<file path="src/rtl/display_ctrl.sv">
// Display sequencer: maps game events onto the displayMem message select and
// blinks the win/lose message N_BLINKS times before blanking.
module display_ctrl #(
  parameter int BLINK_CYCLES = 25000000,
  parameter int N_BLINKS     = 3
) (
  input  logic       clock,
  input  logic       reset,
  input  logic       iniciar,
  input  logic [1:0] nivel,
  input  logic       venceu,
  input  logic       perdeu,
  output logic [1:0] displayAddr,
  output logic [1:0] modo,
  output logic       ocupado,
  output logic       fim_msg
);

  localparam int PW = (BLINK_CYCLES > 1) ? $clog2(BLINK_CYCLES) : 1;
  localparam int BW = (N_BLINKS > 1) ? $clog2(N_BLINKS) : 1;
  localparam logic [PW-1:0] PHASE_LAST = PW'(BLINK_CYCLES - 1);
  localparam logic [BW-1:0] BLINK_LAST = BW'(N_BLINKS - 1);

  typedef enum logic [1:0] {
    APAGADO,
    NIVEL,
    RES_ON,
    RES_OFF
  } state_t;

  state_t        state, state_nx;
  logic          lose, lose_nx;
  logic [PW-1:0] phase, phase_nx;
  logic [BW-1:0] blink, blink_nx;
  logic          load_modo;
  logic          fim_nx;
  logic [1:0]    addr_nx;

  always_comb begin
    state_nx  = state;
    lose_nx   = lose;
    blink_nx  = blink;
    load_modo = 1'b0;
    fim_nx    = 1'b0;
    case (state)
      APAGADO: begin
        if (iniciar) begin
          state_nx  = NIVEL;
          load_modo = 1'b1;
        end
      end
      NIVEL: begin
        if (iniciar) begin
          load_modo = 1'b1;
        end else if (perdeu || venceu) begin
          state_nx = RES_ON;
          lose_nx  = perdeu;
          blink_nx = '0;
        end
      end
      RES_ON: begin
        if (iniciar) begin
          state_nx  = NIVEL;
          load_modo = 1'b1;
        end else if (phase == PHASE_LAST) begin
          state_nx = RES_OFF;
        end
      end
      RES_OFF: begin
        if (iniciar) begin
          state_nx  = NIVEL;
          load_modo = 1'b1;
        end else if (phase == PHASE_LAST) begin
          if (blink == BLINK_LAST) begin
            state_nx = APAGADO;
            fim_nx   = 1'b1;
          end else begin
            state_nx = RES_ON;
            blink_nx = blink + BW'(1);
          end
        end
      end
      default: state_nx = APAGADO;
    endcase
  end

  // Phase only runs inside the result states; any state change restarts it.
  always_comb begin
    phase_nx = '0;
    if (state_nx == state && (state == RES_ON || state == RES_OFF))
      phase_nx = phase + PW'(1);
  end

  // Outputs are decoded from the next state so they appear as registers.
  always_comb begin
    addr_nx = 2'b11;
    case (state_nx)
      NIVEL:   addr_nx = 2'b00;
      RES_ON:  addr_nx = lose_nx ? 2'b10 : 2'b01;
      default: addr_nx = 2'b11;
    endcase
  end

  always_ff @(posedge clock) begin
    if (reset) begin
      state       <= APAGADO;
      lose        <= 1'b0;
      phase       <= '0;
      blink       <= '0;
      displayAddr <= 2'b11;
      modo        <= 2'b00;
      ocupado     <= 1'b0;
      fim_msg     <= 1'b0;
    end else begin
      state       <= state_nx;
      lose        <= lose_nx;
      phase       <= phase_nx;
      blink       <= blink_nx;
      displayAddr <= addr_nx;
      ocupado     <= (state_nx == RES_ON) || (state_nx == RES_OFF);
      fim_msg     <= fim_nx;
      if (load_modo)
        modo <= nivel;
    end
  end

endmodule

</file>
<file path="config.mk">
export PLATFORM = sky130hd
export DESIGN_NAME = display_ctrl
export DESIGN_NICKNAME = d
export VERILOG_FILES = /design/src/rtl/display_ctrl.sv
export SDC_FILE = /design/constraint.sdc
export NUM_CORES = 1
export LEC_CHECK = 0
export ABC_CLOCK_PERIOD_IN_PS = 2000
export CAP_MARGIN = 20
export CORE_ASPECT_RATIO = 1.2
export CORE_MARGIN = 4
export CORE_UTILIZATION = 50
export CTS_BUF_LIST = sky130_fd_sc_hd__clkbuf_16
export DETAILED_ROUTE_END_ITERATION = 16
export GPL_ROUTABILITY_DRIVEN = 0
export PLACE_DENSITY = 0.73
export SLEW_MARGIN = 20
export SYNTH_ARGS = -nofsm -noshare
export SYNTH_HDL_FRONTEND = slang
export SYNTH_SLANG_ARGS = --single-unit
export TNS_END_PERCENT = 50
</file>
<file path="constraint.sdc">
create_clock -name clock -period 2 [get_ports clock]
set_clock_uncertainty 0.05 [all_clocks]
set_input_delay 0.4 -clock clock [delete_from_list [all_inputs] [get_ports clock]]
set_output_delay 0.4 -clock clock [all_outputs]
set_load 0.01 [all_outputs]
</file>
==> results of run 1 <==
placed cells by master (no fill, tap or decap), types with 3 or more instances in the layout:
cell type,netlist,routed
nor4_1,7,7
a31oi_1,3,3
clkdlybuf4s50_1,0,12
or3_1,5,5
a21oi_1,11,10
o31ai_1,5,4
dfxtp_1,35,35
nor3_1,4,4
xnor2_1,9,9
or4_1,7,4
or4_4,0,3
xor2_1,5,5
clkbuf_16,0,5
nor4b_1,3,3
buf_4,0,22
nand3_1,7,7
nand2_1,10,10
nor2_1,24,24
inv_1,8,9
o21ai_0,5,5
nand4_1,4,4
state kept, by name, indices dropped and copies added, names as in the netlist:
signal / flops
phase: 25
fim_msg: 1
state: 1
blink: 2
modo: 2
displayAddr: 2
ocupado: 1
lose: 1
layer usage:
layer  global-route usage  up-vias  wire, um
met5                    0        -         0
li1                     -      769         -
met4               0.0675        0        48
met1                0.213      730      1580
met2                0.364       31      2240
met3               0.0620        4       149
metrics by stage:
step,instances,setup TNS (ps)
2_1_floorplan,192,0
3_3_place_gp,252,0
3_5_place_dp,252,-23.6
4_1_cts,260,0
5_1_grt,262,-13.4
6_report,262,0
power groups by stage:
| stage | Clock, mW | Combinational, mW | Sequential [mW] |
|---|---|---|---|
| floorplan | 0 | 0.0327 | 0.728 |
| global placement | 0 | 0.0711 | 0.728 |
| detailed placement | 0 | 0.0727 | 0.728 |
| CTS | 0.726 | 0.0741 | 0.714 |
| global route | 0.759 | 0.0820 | 0.715 |
| finish | 0.709 | 0.0757 | 0.714 |
worst max-delay path: cells and delay by family, from the launching register on:
kind	cells	cell delay [ps]
adder cells (fa/ha/maj)	1	160
AND/OR/NAND/NOR	3	1160
AO/OA/AOI/OAI	1	140
flip-flops	1	330
logic make-up after synthesis:
logic type               synth area share
AND/OR/NAND/NOR                     0.292
XOR/XNOR                           0.0740
multiplexers                       0.0121
buffers and inverters              0.0423
flip-flops                          0.423
adder cells (fa/ha/maj)            0.0151
AO/OA/AOI/OAI                       0.141
cell type report:
class	count	share of cell area
clock buffer	5	0.0583
clock inverter	3	0.00525
inverter	8	0.0140
tap	36	0.0210
sequential	35	0.327
multi-input combinational	139	0.427
timing repair buffer	36	0.148
worst max path at each step:
stage                            to  slack [ps]
3_3_place_gp   phase[24]$_SDFF_PP0_          30
5_1_grt        phase[24]$_SDFF_PP0_          -6
3_5_place_dp   phase[24]$_SDFF_PP0_         -20
6_report       phase[24]$_SDFF_PP0_          80
2_1_floorplan  phase[24]$_SDFF_PP0_          30
4_1_cts        phase[21]$_SDFF_PP0_          20
repair_timing:
item	in CTS	in global routing
buffers inserted	0	2
hold endpoints to repair	0	0
pin swaps	0	1
gates resized for setup	2	6
setup endpoints to repair	4	7
==> flow_summary.json, run 1 <==
{
  "status": "complete, no violations",
  "worst_slack_ps": 81.9,
  "tightest_slew_ps": 471,
  "clock_path_buffers": 2,
  "grt_first_pass_wirelength_mm": 6.56,
  "seq_area_um2": 701,
  "cts_buffers": 5,
  "finalPower_mw": 1.50,
  "hold_slack_ps": 438,
  "crit_slowest_cell": "or4_4",
  "drt_iter0_markers": 93,
  "fin_nets": 234,
  "setup_violations": 0,
  "ff2ff_path_depth": 5,
  "r2r_start": "phase[1]$_SDFF_PP0_",
  "rsz0062_at_grt": "true",
  "min_from": "blink[1]$_SDFFE_PP0P_",
  "critPathArrivalTime_ps": 2080,
  "yosys_register_bits": 35,
  "antenna_cells": 0,
  "grt_max_degree": 25,
  "drv_cap": 0,
  "placementRows": 22,
  "crit_path_start": "phase[1]$_SDFF_PP0_",
  "drtAntennaViolNets": 0,
  "hpwl_mm": 2.84,
  "seqPwrFrac": 0.476,
  "ys_seq_area_frac": 0.423,
  "first_pass_iters": 4,
  "hp-class": "flop to flop",
  "synth_ff_type": "dfxtp_1",
  "crit_type": "flop to flop",
  "power_frac_comb": 0.050,
  "vias": 1534,
  "clock_latency_ps": 270,
  "netlist_instances": 192,
  "core_um2": 3110,
  "power_leakage_nw": 0.716,
  "hold_end": "blink[1]$_SDFFE_PP0P_",
  "port_buffers": 12,
  "async_reset_ff_frac": 0,
  "postPlaceCellArea_um2": 1960,
  "cts.sinks": 35,
  "p_int_mw": 1.20,
  "multiInputGateArea_um2": 916,
  "required_ps": 2160,
  "n_fill_cell": 262,
  "max_slew_margin": 0.683,
  "hold_buffers": 0,
  "r2r-end": "phase[24]$_SDFF_PP0_",
  "worstSetupStartpointType": "flop",
  "grt.overflow.total": 0,
  "syn_to_final_growth_pct": 29.5,
  "die_h_um": 71.1,
  "synth_fp_nets": 201,
  "syn_area_um2": 1660,
  "drv_slew": 0,
  "post-synth-top-area-cell": "dfxtp_1",
  "ios": 13,
  "path_max_fanout": 5,
  "grt_pass1_vias": 1494,
  "reg2reg_slack_ps": 80,
  "switching_share": 0.203,
  "vdd_drop_max_mv": 0.665,
  "ys_top_cells_by_area": "dfxtp_1 (42%), nor2_1 (5.4%), xnor2_1 (4.8%)",
  "viasPerCell": 5.85,
  "final_cell_area_um2": 2140,
  "syn_avg_cell_area_um2": 8.63,
  "synth_edf_count": 0,
  "yosysWarnings": 0,
  "cts_tree": "done",
  "wl_mm": 4.02,
  "die_w_um": 60.5,
  "initial_core_util": 0.533,
  "netSwitchingPower_mw": 0.304,
  "dieArea_um2": 4300,
  "hold_viol_final": 0,
  "antenna_found_initial": 0,
  "slowest_delay_ps": 540,
  "synth_most_common_cell": "dfxtp_1",
  "p_per_area_nw_per_um2": 699,
  "path_cells": "ha_1 -> nand3_1 -> or4_4 -> or4_1 -> a21oi_2",
  "drive_gt1_frac": 0.173,
  "period_needed_ps": 1920,
  "utilization": 0.689,
  "netlist_top_cells_count": "dfxtp_1 (35), nor2_1 (24), a21oi_1 (11)",
  "detail_route.wl_per_cell_um": 15.3,
  "clock.fmax_mhz": 521,
  "clkPwrFrac": 0.473,
  "synth_top_area_share": 0.423,
  "endpoint_kind": "flop",
  "post-place-ws_ps": -21.6,
  "post-route-period-util": 0.959,
  "route.detailed.drc": 0,
  "synth_cell_types": 40,
  "whs_path_depth": 2,
  "clk_pin_slew_ps": 50,
  "cts-root-buf": "clkbuf_16",
  "htreeDepth": 2,
  "grt_usage": 0.201
}
(Power assumes the default switching activity.)
==> run 2, diff against run 1 <==
--- a/config.mk
+++ b/config.mk
@@ -5,7 +5,7 @@
 export SDC_FILE = /design/constraint.sdc
 export NUM_CORES = 1
 export LEC_CHECK = 0
-export ABC_CLOCK_PERIOD_IN_PS = 2000
+export ABC_CLOCK_PERIOD_IN_PS = 2100
 export CAP_MARGIN = 20
 export CORE_ASPECT_RATIO = 1.2
 export CORE_MARGIN = 4
@@ -13,7 +13,7 @@
 export CTS_BUF_LIST = sky130_fd_sc_hd__clkbuf_16
 export DETAILED_ROUTE_END_ITERATION = 16
 export GPL_ROUTABILITY_DRIVEN = 0
-export PLACE_DENSITY = 0.73
+export PLACE_DENSITY = 0.7
 export SLEW_MARGIN = 20
 export SYNTH_ARGS = -nofsm -noshare
 export SYNTH_HDL_FRONTEND = slang
==> constraint.sdc (replaced) <==
create_clock -name clock -period 2.1 [get_ports clock]
set_clock_uncertainty 0.05 [all_clocks]
set_input_delay 0.42 -clock clock [delete_from_list [all_inputs] [get_ports clock]]
set_output_delay 0.42 -clock clock [all_outputs]
set_load 0.01 [all_outputs]
==> flow_summary.json, run 2 (synthesis results as in run 1) <==
{
  "regMostFlops": "phase",
  "cts-root-buf": "clkbuf_16",
  "antenna_cells": 0,
  "worstSetupStartpointType": "flop",
  "grt.overflow.total": 0,
  "die_h_um": 71.1,
  "crit_type": "flop to flop",
  "status": "complete, no violations",
  "p_per_area_nw_per_um2": 700,
  "route.detailed.drc": 0,
  "final_common_cell": "dfxtp_1",
  "hold_viol_final": 0,
  "port_buffers": 12,
  "clock.fmax_mhz": 509,
  "max_slew_margin": 0.644,
  "grt_first_pass_wirelength_mm": 6.11,
  "critPathArrivalTime_ps": 2120,
  "place_inst": 244,
  "drv_slew": 0,
  "rsz0062_at_grt": "false",
  "viasPerCell": 5.95,
  "grt_usage": 0.187,
  "path_max_fanout": 10,
  "period_needed_ps": 1960,
  "hpwl_mm": 2.60,
  "vdd_drop_max_mv": 0.716,
  "first_pass_iters": 4,
  "final_cell_mix": "dfxtp_1 (35), nor2_1 (24), buf_4 (14), clkdlybuf4s50_1 (12), a21oi_1 (11)",
  "n_fill_cell": 269,
  "grt_max_degree": 25,
  "fin_nets": 224,
  "syn_to_final_growth_pct": 22.6,
  "finalNonFillerCells": 252,
  "antenna_found_initial": 0,
  "drive_gt1_frac": 0.116,
  "largest_reg_flops": 25,
  "die_w_um": 60.5,
  "required_ps": 2260,
  "vias": 1499,
  "clock_latency_ps": 270,
  "cts_buffers": 5,
  "placementRows": 22,
  "grt_pass1_vias": 1433,
  "drt_iter0_markers": 72,
  "hold_buffers": 0,
  "cts_tree": "done",
  "clock_path_buffers": 2,
  "drtAntennaViolNets": 0,
  "power_leakage_nw": 0.656,
  "endpoint_kind": "flop",
  "dieArea_um2": 4300,
  "cts.sinks": 35,
  "initial_core_util": 0.533,
  "wl_mm": 3.51,
  "post-route-period-util": 0.936,
  "setup_violations": 0,
  "ios": 13,
  "tightest_slew_ps": 530,
  "finalSetupTns_ps": 0,
  "core_um2": 3110,
  "detail_route.wl_per_cell_um": 13.9,
  "htreeDepth": 2,
  "drv_cap": 0,
  "hp-class": "flop to flop",
  "finalPower_mw": 1.42,
  "clk_pin_slew_ps": 50
}
run 2: cell count changes in the layout (fill, tap and decap cells not counted):
cell / change
o31ai_4: -1
buf_4: -8
or4_4: -1
a21oi_1: +1
or4_1: +1
buf_12: -1
a21oi_2: -1
o31ai_1: +1
and4_1: +1
buf_6: -1
and4_2: -1
run 2: per-layer routing:
| metal | GRT usage | share of wire |
|---|---|---|
| met5 | 0 | 0 |
| met4 | 0.0940 | 0.019 |
| met3 | 0.0584 | 0.050 |
| met2 | 0.321 | 0.52 |
| met1 | 0.200 | 0.41 |
run 2: critical path, cell delays in order (launching register included):
cell and delay, ps:
dfxtp_1 330, ha_1 180, nand3_1 140, or4_4 570, or4_1 490, a21oi_1 140
run 2: per-stage QoR:
step           cell area [um^2]  hold WS, ps  setup slack (ps)   util
2_1_floorplan              1660          387               128      -
3_5_place_dp               1890          421              25.3  0.607
5_1_grt                    2030          472              8.82  0.653
3_3_place_gp               1890          411              82.7  0.607
4_1_cts                    2030          428              85.1  0.652
6_report                   2030          424               135  0.653
run 2: path summary, 6_finish.rpt:
check / to / start / slack, ps / depth (start not counted)
worst max-delay path: phase[24]$_SDFF_PP0_ / phase[1]$_SDFF_PP0_ / 140 / 5
worst min-delay path: phase[24]$_SDFF_PP0_ / phase[24]$_SDFF_PP0_ / 420 / 2
worst max register to register: phase[24]$_SDFF_PP0_ / phase[1]$_SDFF_PP0_ / 140 / 5
worst min register to register: phase[24]$_SDFF_PP0_ / phase[24]$_SDFF_PP0_ / 420 / 2
run 2: timing repair:
| item | in CTS | in global routing |
|---|---|---|
| setup buffers | 0 | 0 |
| setup endpoints to repair | 1 | 2 |
| gates resized for setup | 1 | 1 |
| pin swaps | 0 | 1 |
run 2: cell type report:
type | count | area, um^2 | area share
clock buffer | 5 | 125 | 0.0616
sequential | 35 | 701 | 0.345
multi-input combinational | 139 | 893 | 0.440
inverter | 8 | 30.0 | 0.0148
tap | 36 | 45.0 | 0.0222
timing repair buffer | 26 | 225 | 0.111
clock inverter | 3 | 11.3 | 0.00555
run 2: where the power goes:
part	internal [mW]	switching (mW)
clock network	0.426	0.250
registers	0.673	0.00654
logic	0.0361	0.0306
total	1.13	0.287
==> run 3, diff against run 2 <==
--- a/config.mk
+++ b/config.mk
@@ -14,7 +14,7 @@
 export DETAILED_ROUTE_END_ITERATION = 16
 export GPL_ROUTABILITY_DRIVEN = 0
 export PLACE_DENSITY = 0.7
-export SLEW_MARGIN = 20
+export SLEW_MARGIN = 10
 export SYNTH_ARGS = -nofsm -noshare
 export SYNTH_HDL_FRONTEND = slang
 export SYNTH_SLANG_ARGS = --single-unit
==> results of run 3 <==
No change in the layout: final DEF, timing and power equal those of run 2.
